File: src/rtl/oam_dma_if.sv
`default_nettype none
// ============================================================================
//  Module      : oam_dma_if
//  Description : CPU-side, memory-side and ppu-register-side bus bundle for
//                the sprite DMA engine.
//  Revision    : 1.0  initial release
// ============================================================================
interface oam_dma_if;
  logic [15:0] cpu_addr;
  logic [7:0]  cpu_data_i;
  logic        cpu_wr;
  logic        cpu_rdy;
  logic [15:0] dma_addr;
  logic        dma_rd;
  logic [7:0]  dma_data_i;
  logic        ppu_cs;
  logic        ppu_rw;
  logic [2:0]  ppu_addr;
  logic [7:0]  ppu_data_o;
  logic        busy;
  logic        done;

  // master: the DMA engine; slave: the surrounding CPU/memory/ppu system
  modport master (
    input  cpu_addr, cpu_data_i, cpu_wr, dma_data_i,
    output cpu_rdy, dma_addr, dma_rd, ppu_cs, ppu_rw, ppu_addr, ppu_data_o,
           busy, done
  );

  modport slave (
    output cpu_addr, cpu_data_i, cpu_wr, dma_data_i,
    input  cpu_rdy, dma_addr, dma_rd, ppu_cs, ppu_rw, ppu_addr, ppu_data_o,
           busy, done
  );
endinterface
`default_nettype wire

File: src/rtl/oam_dma.sv
`default_nettype none
// ============================================================================
//  Module      : oam_dma
//  Description : Sprite DMA engine. A CPU write to the DMA register halts the
//                CPU and copies one page of CPU memory into OAM via OAMDATA.
//  Revision    : 1.0  initial release
// ============================================================================
module oam_dma #(
  parameter logic [15:0] DMA_REG_ADDR = 16'h4014,
  parameter logic [2:0]  OAMDATA_IDX  = 3'd4,
  parameter int          XFER_LEN     = 256
) (
  input  wire logic  clk,
  input  wire logic  rst_n,
  oam_dma_if.master  bus
);

  localparam logic [2:0] c_st_idle  = 3'd0;
  localparam logic [2:0] c_st_halt  = 3'd1;
  localparam logic [2:0] c_st_align = 3'd2;
  localparam logic [2:0] c_st_read  = 3'd3;
  localparam logic [2:0] c_st_write = 3'd4;
  localparam logic [2:0] c_st_done  = 3'd5;

  localparam logic [7:0] c_last_cnt = 8'(XFER_LEN - 1);

  logic [2:0] r_state;
  logic [2:0] w_state_nxt;
  logic [7:0] r_cnt;
  logic [7:0] r_page;
  logic [7:0] r_last_data;
  logic       r_parity;
  logic       w_trigger;
  logic       w_last_byte;

  assign w_trigger   = bus.cpu_wr && (bus.cpu_addr == DMA_REG_ADDR);
  assign w_last_byte = (r_cnt == c_last_cnt);

  // State register plus the small datapath that travels with it
  always_ff @(posedge clk or negedge rst_n) begin
    if (!rst_n) begin
      r_state     <= c_st_idle;
      r_cnt       <= '0;
      r_page      <= '0;
      r_last_data <= '0;
      r_parity    <= 1'b0;
    end else begin
      r_state  <= w_state_nxt;
      r_parity <= ~r_parity;
      if ((r_state == c_st_idle) && w_trigger) begin
        r_page <= bus.cpu_data_i;
        r_cnt  <= '0;
      end
      if (r_state == c_st_write) begin
        r_last_data <= bus.dma_data_i;
        r_cnt       <= w_last_byte ? 8'd0 : r_cnt + 8'd1;
      end
    end
  end

  always_comb begin
    w_state_nxt = r_state;
    case (r_state)
      c_st_idle:  if (w_trigger) w_state_nxt = c_st_halt;
      // A HALT on an even cycle would put READ on an odd one; pad by one
      c_st_halt:  w_state_nxt = r_parity ? c_st_read : c_st_align;
      c_st_align: w_state_nxt = c_st_read;
      c_st_read:  w_state_nxt = c_st_write;
      c_st_write: w_state_nxt = w_last_byte ? c_st_done : c_st_read;
      c_st_done:  w_state_nxt = c_st_idle;
      default:    w_state_nxt = c_st_idle;
    endcase
  end

  always_comb begin
    bus.cpu_rdy    = 1'b1;
    bus.busy       = 1'b0;
    bus.done       = 1'b0;
    bus.dma_rd     = 1'b0;
    bus.dma_addr   = '0;
    bus.ppu_cs     = 1'b0;
    bus.ppu_rw     = 1'b1;
    bus.ppu_addr   = '0;
    bus.ppu_data_o = r_last_data;
    case (r_state)
      c_st_halt, c_st_align: begin
        bus.cpu_rdy = 1'b0;
        bus.busy    = 1'b1;
      end
      c_st_read: begin
        bus.cpu_rdy  = 1'b0;
        bus.busy     = 1'b1;
        bus.dma_rd   = 1'b1;
        bus.dma_addr = {r_page, r_cnt};
      end
      c_st_write: begin
        bus.cpu_rdy    = 1'b0;
        bus.busy       = 1'b1;
        bus.ppu_cs     = 1'b1;
        bus.ppu_rw     = 1'b0;
        bus.ppu_addr   = OAMDATA_IDX;
        bus.ppu_data_o = bus.dma_data_i;
      end
      c_st_done: bus.done = 1'b1;
      default: ;
    endcase
  end

endmodule
`default_nettype wire

File: src/flat_wrapper.sv
// flat-port wrapper written by rule: the top's interface ports become plain ports
module oam_dma_flat 
#(
  parameter logic [15:0] DMA_REG_ADDR = 16'h4014,
  parameter logic [2:0]  OAMDATA_IDX  = 3'd4,
  parameter int          XFER_LEN     = 256
)
  (clk, rst_n, bus_cpu_addr, bus_cpu_data_i, bus_cpu_wr, bus_dma_data_i, bus_cpu_rdy, bus_dma_addr, bus_dma_rd, bus_ppu_cs, bus_ppu_rw, bus_ppu_addr, bus_ppu_data_o, bus_busy, bus_done);
  oam_dma_if bus_i ();
  input  wire logic clk;
  input  wire logic rst_n;
  input wire logic [$bits(bus_i.cpu_addr)-1:0] bus_cpu_addr;
  input wire logic [$bits(bus_i.cpu_data_i)-1:0] bus_cpu_data_i;
  input wire logic [$bits(bus_i.cpu_wr)-1:0] bus_cpu_wr;
  input wire logic [$bits(bus_i.dma_data_i)-1:0] bus_dma_data_i;
  output wire logic [$bits(bus_i.cpu_rdy)-1:0] bus_cpu_rdy;
  output wire logic [$bits(bus_i.dma_addr)-1:0] bus_dma_addr;
  output wire logic [$bits(bus_i.dma_rd)-1:0] bus_dma_rd;
  output wire logic [$bits(bus_i.ppu_cs)-1:0] bus_ppu_cs;
  output wire logic [$bits(bus_i.ppu_rw)-1:0] bus_ppu_rw;
  output wire logic [$bits(bus_i.ppu_addr)-1:0] bus_ppu_addr;
  output wire logic [$bits(bus_i.ppu_data_o)-1:0] bus_ppu_data_o;
  output wire logic [$bits(bus_i.busy)-1:0] bus_busy;
  output wire logic [$bits(bus_i.done)-1:0] bus_done;
  assign bus_i.cpu_addr = bus_cpu_addr;
  assign bus_i.cpu_data_i = bus_cpu_data_i;
  assign bus_i.cpu_wr = bus_cpu_wr;
  assign bus_i.dma_data_i = bus_dma_data_i;
  assign bus_cpu_rdy = bus_i.cpu_rdy;
  assign bus_dma_addr = bus_i.dma_addr;
  assign bus_dma_rd = bus_i.dma_rd;
  assign bus_ppu_cs = bus_i.ppu_cs;
  assign bus_ppu_rw = bus_i.ppu_rw;
  assign bus_ppu_addr = bus_i.ppu_addr;
  assign bus_ppu_data_o = bus_i.ppu_data_o;
  assign bus_busy = bus_i.busy;
  assign bus_done = bus_i.done;
  oam_dma #(.DMA_REG_ADDR(DMA_REG_ADDR), .OAMDATA_IDX(OAMDATA_IDX), .XFER_LEN(XFER_LEN)) u_core (.clk(clk), .rst_n(rst_n), .bus(bus_i));
endmodule
File: config.mk
export PLATFORM = sky130hd
export DESIGN_NAME = oam_dma_flat
export DESIGN_NICKNAME = d
export VERILOG_FILES = /design/src/rtl/oam_dma_if.sv /design/src/rtl/oam_dma.sv /design/src/flat_wrapper.sv
export SDC_FILE = /design/constraint.sdc
export NUM_CORES = 1
export LEC_CHECK = 0
export ABC_AREA = 1
export BUFFER_PORTS_ARGS = -buffer_cell sky130_fd_sc_hd__buf_2
export CORE_AREA = 4 4 63 65
export DETAILED_ROUTE_END_ITERATION = 8
export DIE_AREA = 0 0 67 69
export PLACE_DENSITY = 0.77
export RECOVER_POWER = 25
export REMOVE_ABC_BUFFERS = 1
export SKIP_CTS_REPAIR_TIMING = 1
export SYNTH_ARGS = -nofsm -noshare
export SYNTH_HDL_FRONTEND = slang
export SYNTH_SLANG_ARGS = --single-unit
export TNS_END_PERCENT = 1
File: constraint.sdc
create_clock -name clk -period 3.2 [get_ports clk]
set_input_delay 0 -clock clk [delete_from_list [all_inputs] [get_ports clk]]
set_output_delay 0 -clock clk [all_outputs]
set_load 0.02 [all_outputs]
# Word level (Yosys, flattened, before mapping)
# Cells that the tools add are included.
dict set report word_totals {
  inputBits 35
  ff_bits 28
}
dict set report classes {
  n_eq_ne 8
  reduce_logical 5
  bitwise_logic 1
  n_addsub 1
  mux 16
}
# operator count
set op_table {}
lappend op_table {{2-to-1 mux 8 bit} 4}
lappend op_table {{equality test 16 x 15 -> 1 bit, second input constant} 1}
lappend op_table {{2-to-1 mux 16 bit} 1}
lappend op_table {{one-hot mux 3 bit (5 select lines)} 1}
lappend op_table {{2-to-1 mux 3 bit} 3}
lappend op_table {{adder 8 x 1 -> 8 bit, second input constant} 1}
lappend op_table {{equality test 8 bit, second input constant} 1}
lappend op_table {{2-to-1 mux 1 bit} 7}
lappend op_table {{equality test 3 x 2 -> 1 bit, second input constant} 2}
lappend op_table {{equality test 3 bit, second input constant} 2}
lappend op_table {{OR reduction 4 bit} 1}
lappend op_table {{equality test 3 x 1 -> 1 bit, second input constant} 1}
lappend op_table {{zero test 3 bit} 1}
lappend op_table {{logical AND 1 bit} 2}
lappend op_table {{inequality test 2 x 1 -> 1 bit, second input constant} 1}
lappend op_table {{nonzero test 2 bit} 1}
lappend op_table {{inverter 1 bit} 1}

# Longest topological paths before layout
dict set report logic_depth {
  ltp_word 5
  depth_mapped 9
}

# Worst setup path before layout
# OpenSTA, ideal clock, no wires.
dict set report synth_path {
  path_kind {register to output}
  from {register u_core.r_state[2]}
  to {output bus_busy}
  path_slack_ns 1.772
  t_required_ns 3.200
  t_arrival_ns 1.428
  stages_incl_launch_ff 6
  n_path_buf 0
  cell_sequence {dfrtp_1 -> inv_1 -> nand3_1 -> nand2_1 -> nor3_1 -> inv_1}
}
dict set report synth_between {
  elab_chain_cells 3
  elab_cells_between_ends 6
  cone_classes {eq/ne (4); mux (1); reduce/logical (1)}
}
# item line
set synth_lines {}
lappend synth_lines {{from (decl)} oam_dma.sv:27} ;# logic [2:0] r_state;
lappend synth_lines {{from (signal assigned)} oam_dma.sv:42} ;# r_state <= c_st_idle;
lappend synth_lines {{from (signal assigned)} oam_dma.sv:48} ;# r_state <= w_state_nxt;
lappend synth_lines {{equality test 3 x 1 -> 1 bit (tied with other cells)} oam_dma.sv:85} ;# case (r_state)
lappend synth_lines {{OR reduction 4 bit (no line) (*)} --}
lappend synth_lines {{2-to-1 mux 1 bit (*)} oam_dma.sv:85}
lappend synth_lines {{to (decl)} flat_wrapper.sv:23} ;# output wire logic [$bits(bus_i.busy)-1:0] bus_busy;
# Mark *: on every way between the ends. The rest lies on a longest branch, timed or not.

# Worst setup path after layout
dict set report layout_path {
  from {register u_core.r_state[1]}
  to {output bus_ppu_data_o[0]}
}
dict set report layout_between {
  elab_chain_cells 2
}
# item line
set layout_lines {}
lappend layout_lines {{equality test 3 bit} oam_dma.sv:85}
lappend layout_lines {{2-to-1 mux 8 bit} oam_dma.sv:85}
lappend layout_lines {{to (decl)} flat_wrapper.sv:22} ;# output wire logic [$bits(bus_i.ppu_data_o)-1:0] bus_ppu_data_o;
# No other way between the ends.

==> impl_metrics.yaml <==
critical_path:
  cp.required_ns: 3.20
  cp_max_fo: 20
  r2r_slack_ns: 1.68
  critPathSlowestCell: "dfrtp_1"
  worstPathArrival_ns: 1.94
  crit_chain: "nor2_1 > nand2_1 > buf_4 > inv_1 > nand2_1 > nand2_1 > buf_2"
  endpoint_kind: "output port"
  critical_path_class: "flop to output port"
  cp_common_cell: "nand2_1"
  start_kind: "flop"
  worst_path_largest_cell_delay_ns: 0.46
yosys:
  synth_edf_count: 0
  ys_warn_count: 0
  ys_top_cells_by_count: "nand2_1, dfrtp_1, inv_1, nor2_1, nand3_1"
  synth_cell_types: 24
  synth_top_area_frac: 0.443
  syn_inst: 214
  postSynthAreaPerCell_um2: 7.40
  dominantRegCellSynth: "dfrtp_1"
  yosysMostFrequentCell: "nand2_1"
  ys_ff_latch: 28
  synth_area_mm2: 0.00158
  synth_area_leaders: "dfrtp_1, nand2_1, inv_1"
  synth_largest_area_cell: "dfrtp_1"
  yosysSeqAreaShare: 0.443
  synthArstFlopShare: 1.00
final_layout:
  antenna_cells: 0
  area_delta_synth_final_pct: 35.7
  n_fill_cell: 311
  fin_cells: 341
  layout-drive-gt1-share: 0.278
  final_area_mm2: 0.00215
  nNetsFinal: 332
sta:
  fmax_mhz: 514
  finalSetupTns_ns: 0
  final-setup-viol-count: 0
  period_needed_ns: 1.94
  grt_setup_unrepaired: "no"
  drv_slew: 0
  worstMarginPinSlew_ns: 1.49
  hold_viol: 0
  min_period_over_period: 0.608
  setup_ws_ns: 1.26
  slew_headroom: 0.00530
  fin_skew_ns: 0.00694
hold_path:
  min_path_type: "primary input to flop"
pwr:
  ir_worst_vdd_uv: 524
  p_leak_uw: 0.00122
  power.density_mw_per_mm2: 751
routing:
  routedWlPerCell_um: 12.0
  routed_wl_um: 4090
  viasPerCell: 4.83
  antenna_left: 0
  drc: 0
  drtIter0Drc: 61
  vias: 1648
  drt_first_pass_iters: 4
global_routing:
  antenna_found_initial: 0
  grt_start_max_net_pins: 29
  track_usage: 0.170
  grt_pass1_wl_um: 6270
  grt_pass1_vias: 1432
  grt_overflow_total: 0
job:
  cap_violations: 0
floorplan:
  die_x_um: 67
  core.rowCount: 21
  fp.dieH_um: 69
  io_pins: 68
  initial_utilization: 0.474
  coreArea_mm2: 0.00334
  die-area_mm2: 0.00462
run_status:
  status: "finished clean"
clock_tree:
  cts.clk_slew.worst_paths_ns: 0.15
  clk_latency_ns: 0.33
  htree_levels: 1
  root_buffer: "clkbuf_4"
  numCtsBuffers: 3
  cts_tree: "yes"
  clock_path_buffers: 2
  cts.sinks: 28
placement:
  placed_cell_area_mm2: 0.00193
  place_congestion: 0.814
  dp_hpwl_um: 2770
  pre_cts_slack_ns: 1.67
  numPortBuffers: 65
  placed_cells: 320
report_power, final:
group	switching (uW)	leakage (uW)	internal (uW)	total, uW
clock network	109	0.0000279	127	235
registers	91.3	0.000354	472	564
logic	539	0.000836	274	813
layout by cell type (no fill, tap or decap), drive strengths merged:
master	instances
or2	3
ha	1
inv	29
conb	2
nand4	12
dfrtp	28
and2	1
nor2	29
nand3	21
a21oi	1
nor3	6
clkbuf	4
o211ai	1
nand2	67
bufinv	1
dlygate4sd3	17
o21ai	5
buf	67
area by class of cell:
| cell class | count | area [um^2] | area share |
|---|---|---|---|
| flip-flops and latches | 28 | 701 | 0.326 |
| clock buffers | 3 | 22.5 | 0.0105 |
| well taps | 46 | 57.6 | 0.0268 |
| inverters | 29 | 109 | 0.0507 |
| repair buffers | 85 | 517 | 0.241 |
| clock inverters | 1 | 30.0 | 0.0140 |
| multi-input cells | 149 | 711 | 0.331 |
sequential cells by signal (all words and copies together) (netlist names):
name and flops:
u_core.r_parity 1, u_core.r_state 3, u_core.r_cnt 8, u_core.r_last_data 8
u_core.r_page 8
final timing paths:
check,startpoint,end,depth (start not counted)
max in group asynchronous,rst_n,u_core.r_page[4],2
max,u_core.r_state[1],bus_ppu_data_o[0],7
min,bus_cpu_addr[8],u_core.r_page[5],6
min in group asynchronous,rst_n,u_core.r_cnt[6],2
min reg2reg,u_core.r_parity,u_core.r_parity,1
max reg2reg,u_core.r_state[1],u_core.r_cnt[6],6
per-stage QoR:
step	util	power [uW]	hold slack, ns
6_report	0.643	1610	0.0916
2_1_floorplan	-	1110	-0.296
3_5_place_dp	0.577	1360	0.0465
5_1_grt	0.643	1750	0.121
4_1_cts	0.593	1600	-0.336
3_3_place_gp	0.577	1350	0.0483
routing by layer:
metal | track usage | vias to the layer above | routed length (um)
li1 | - | 831 | -
met1 | 0.219 | 771 | 1680
met2 | 0.287 | 40 | 2160
met3 | 0.0276 | 6 | 200
met4 | 0.0473 | 0 | 56
met5 | 0 | - | 0
worst max-delay path, delay by kind of cell (launching register included):
| kind | cells | cell delay [ns] |
|---|---|---|
| buffers and inverters | 3 | 0.75 |
| flip-flops | 1 | 0.46 |
| AND/OR/NAND/NOR | 4 | 0.40 |
cells by family after synthesis:
kind of cell	synth area share
and+or+nand+nor	0.410
DFF	0.443
adders and majority gates	0.00790
AOI/OAI and AO/OA	0.0261
other	0.00237
buffers and inverters	0.111
No activity file was read; power rests on OpenSTA's default activity.
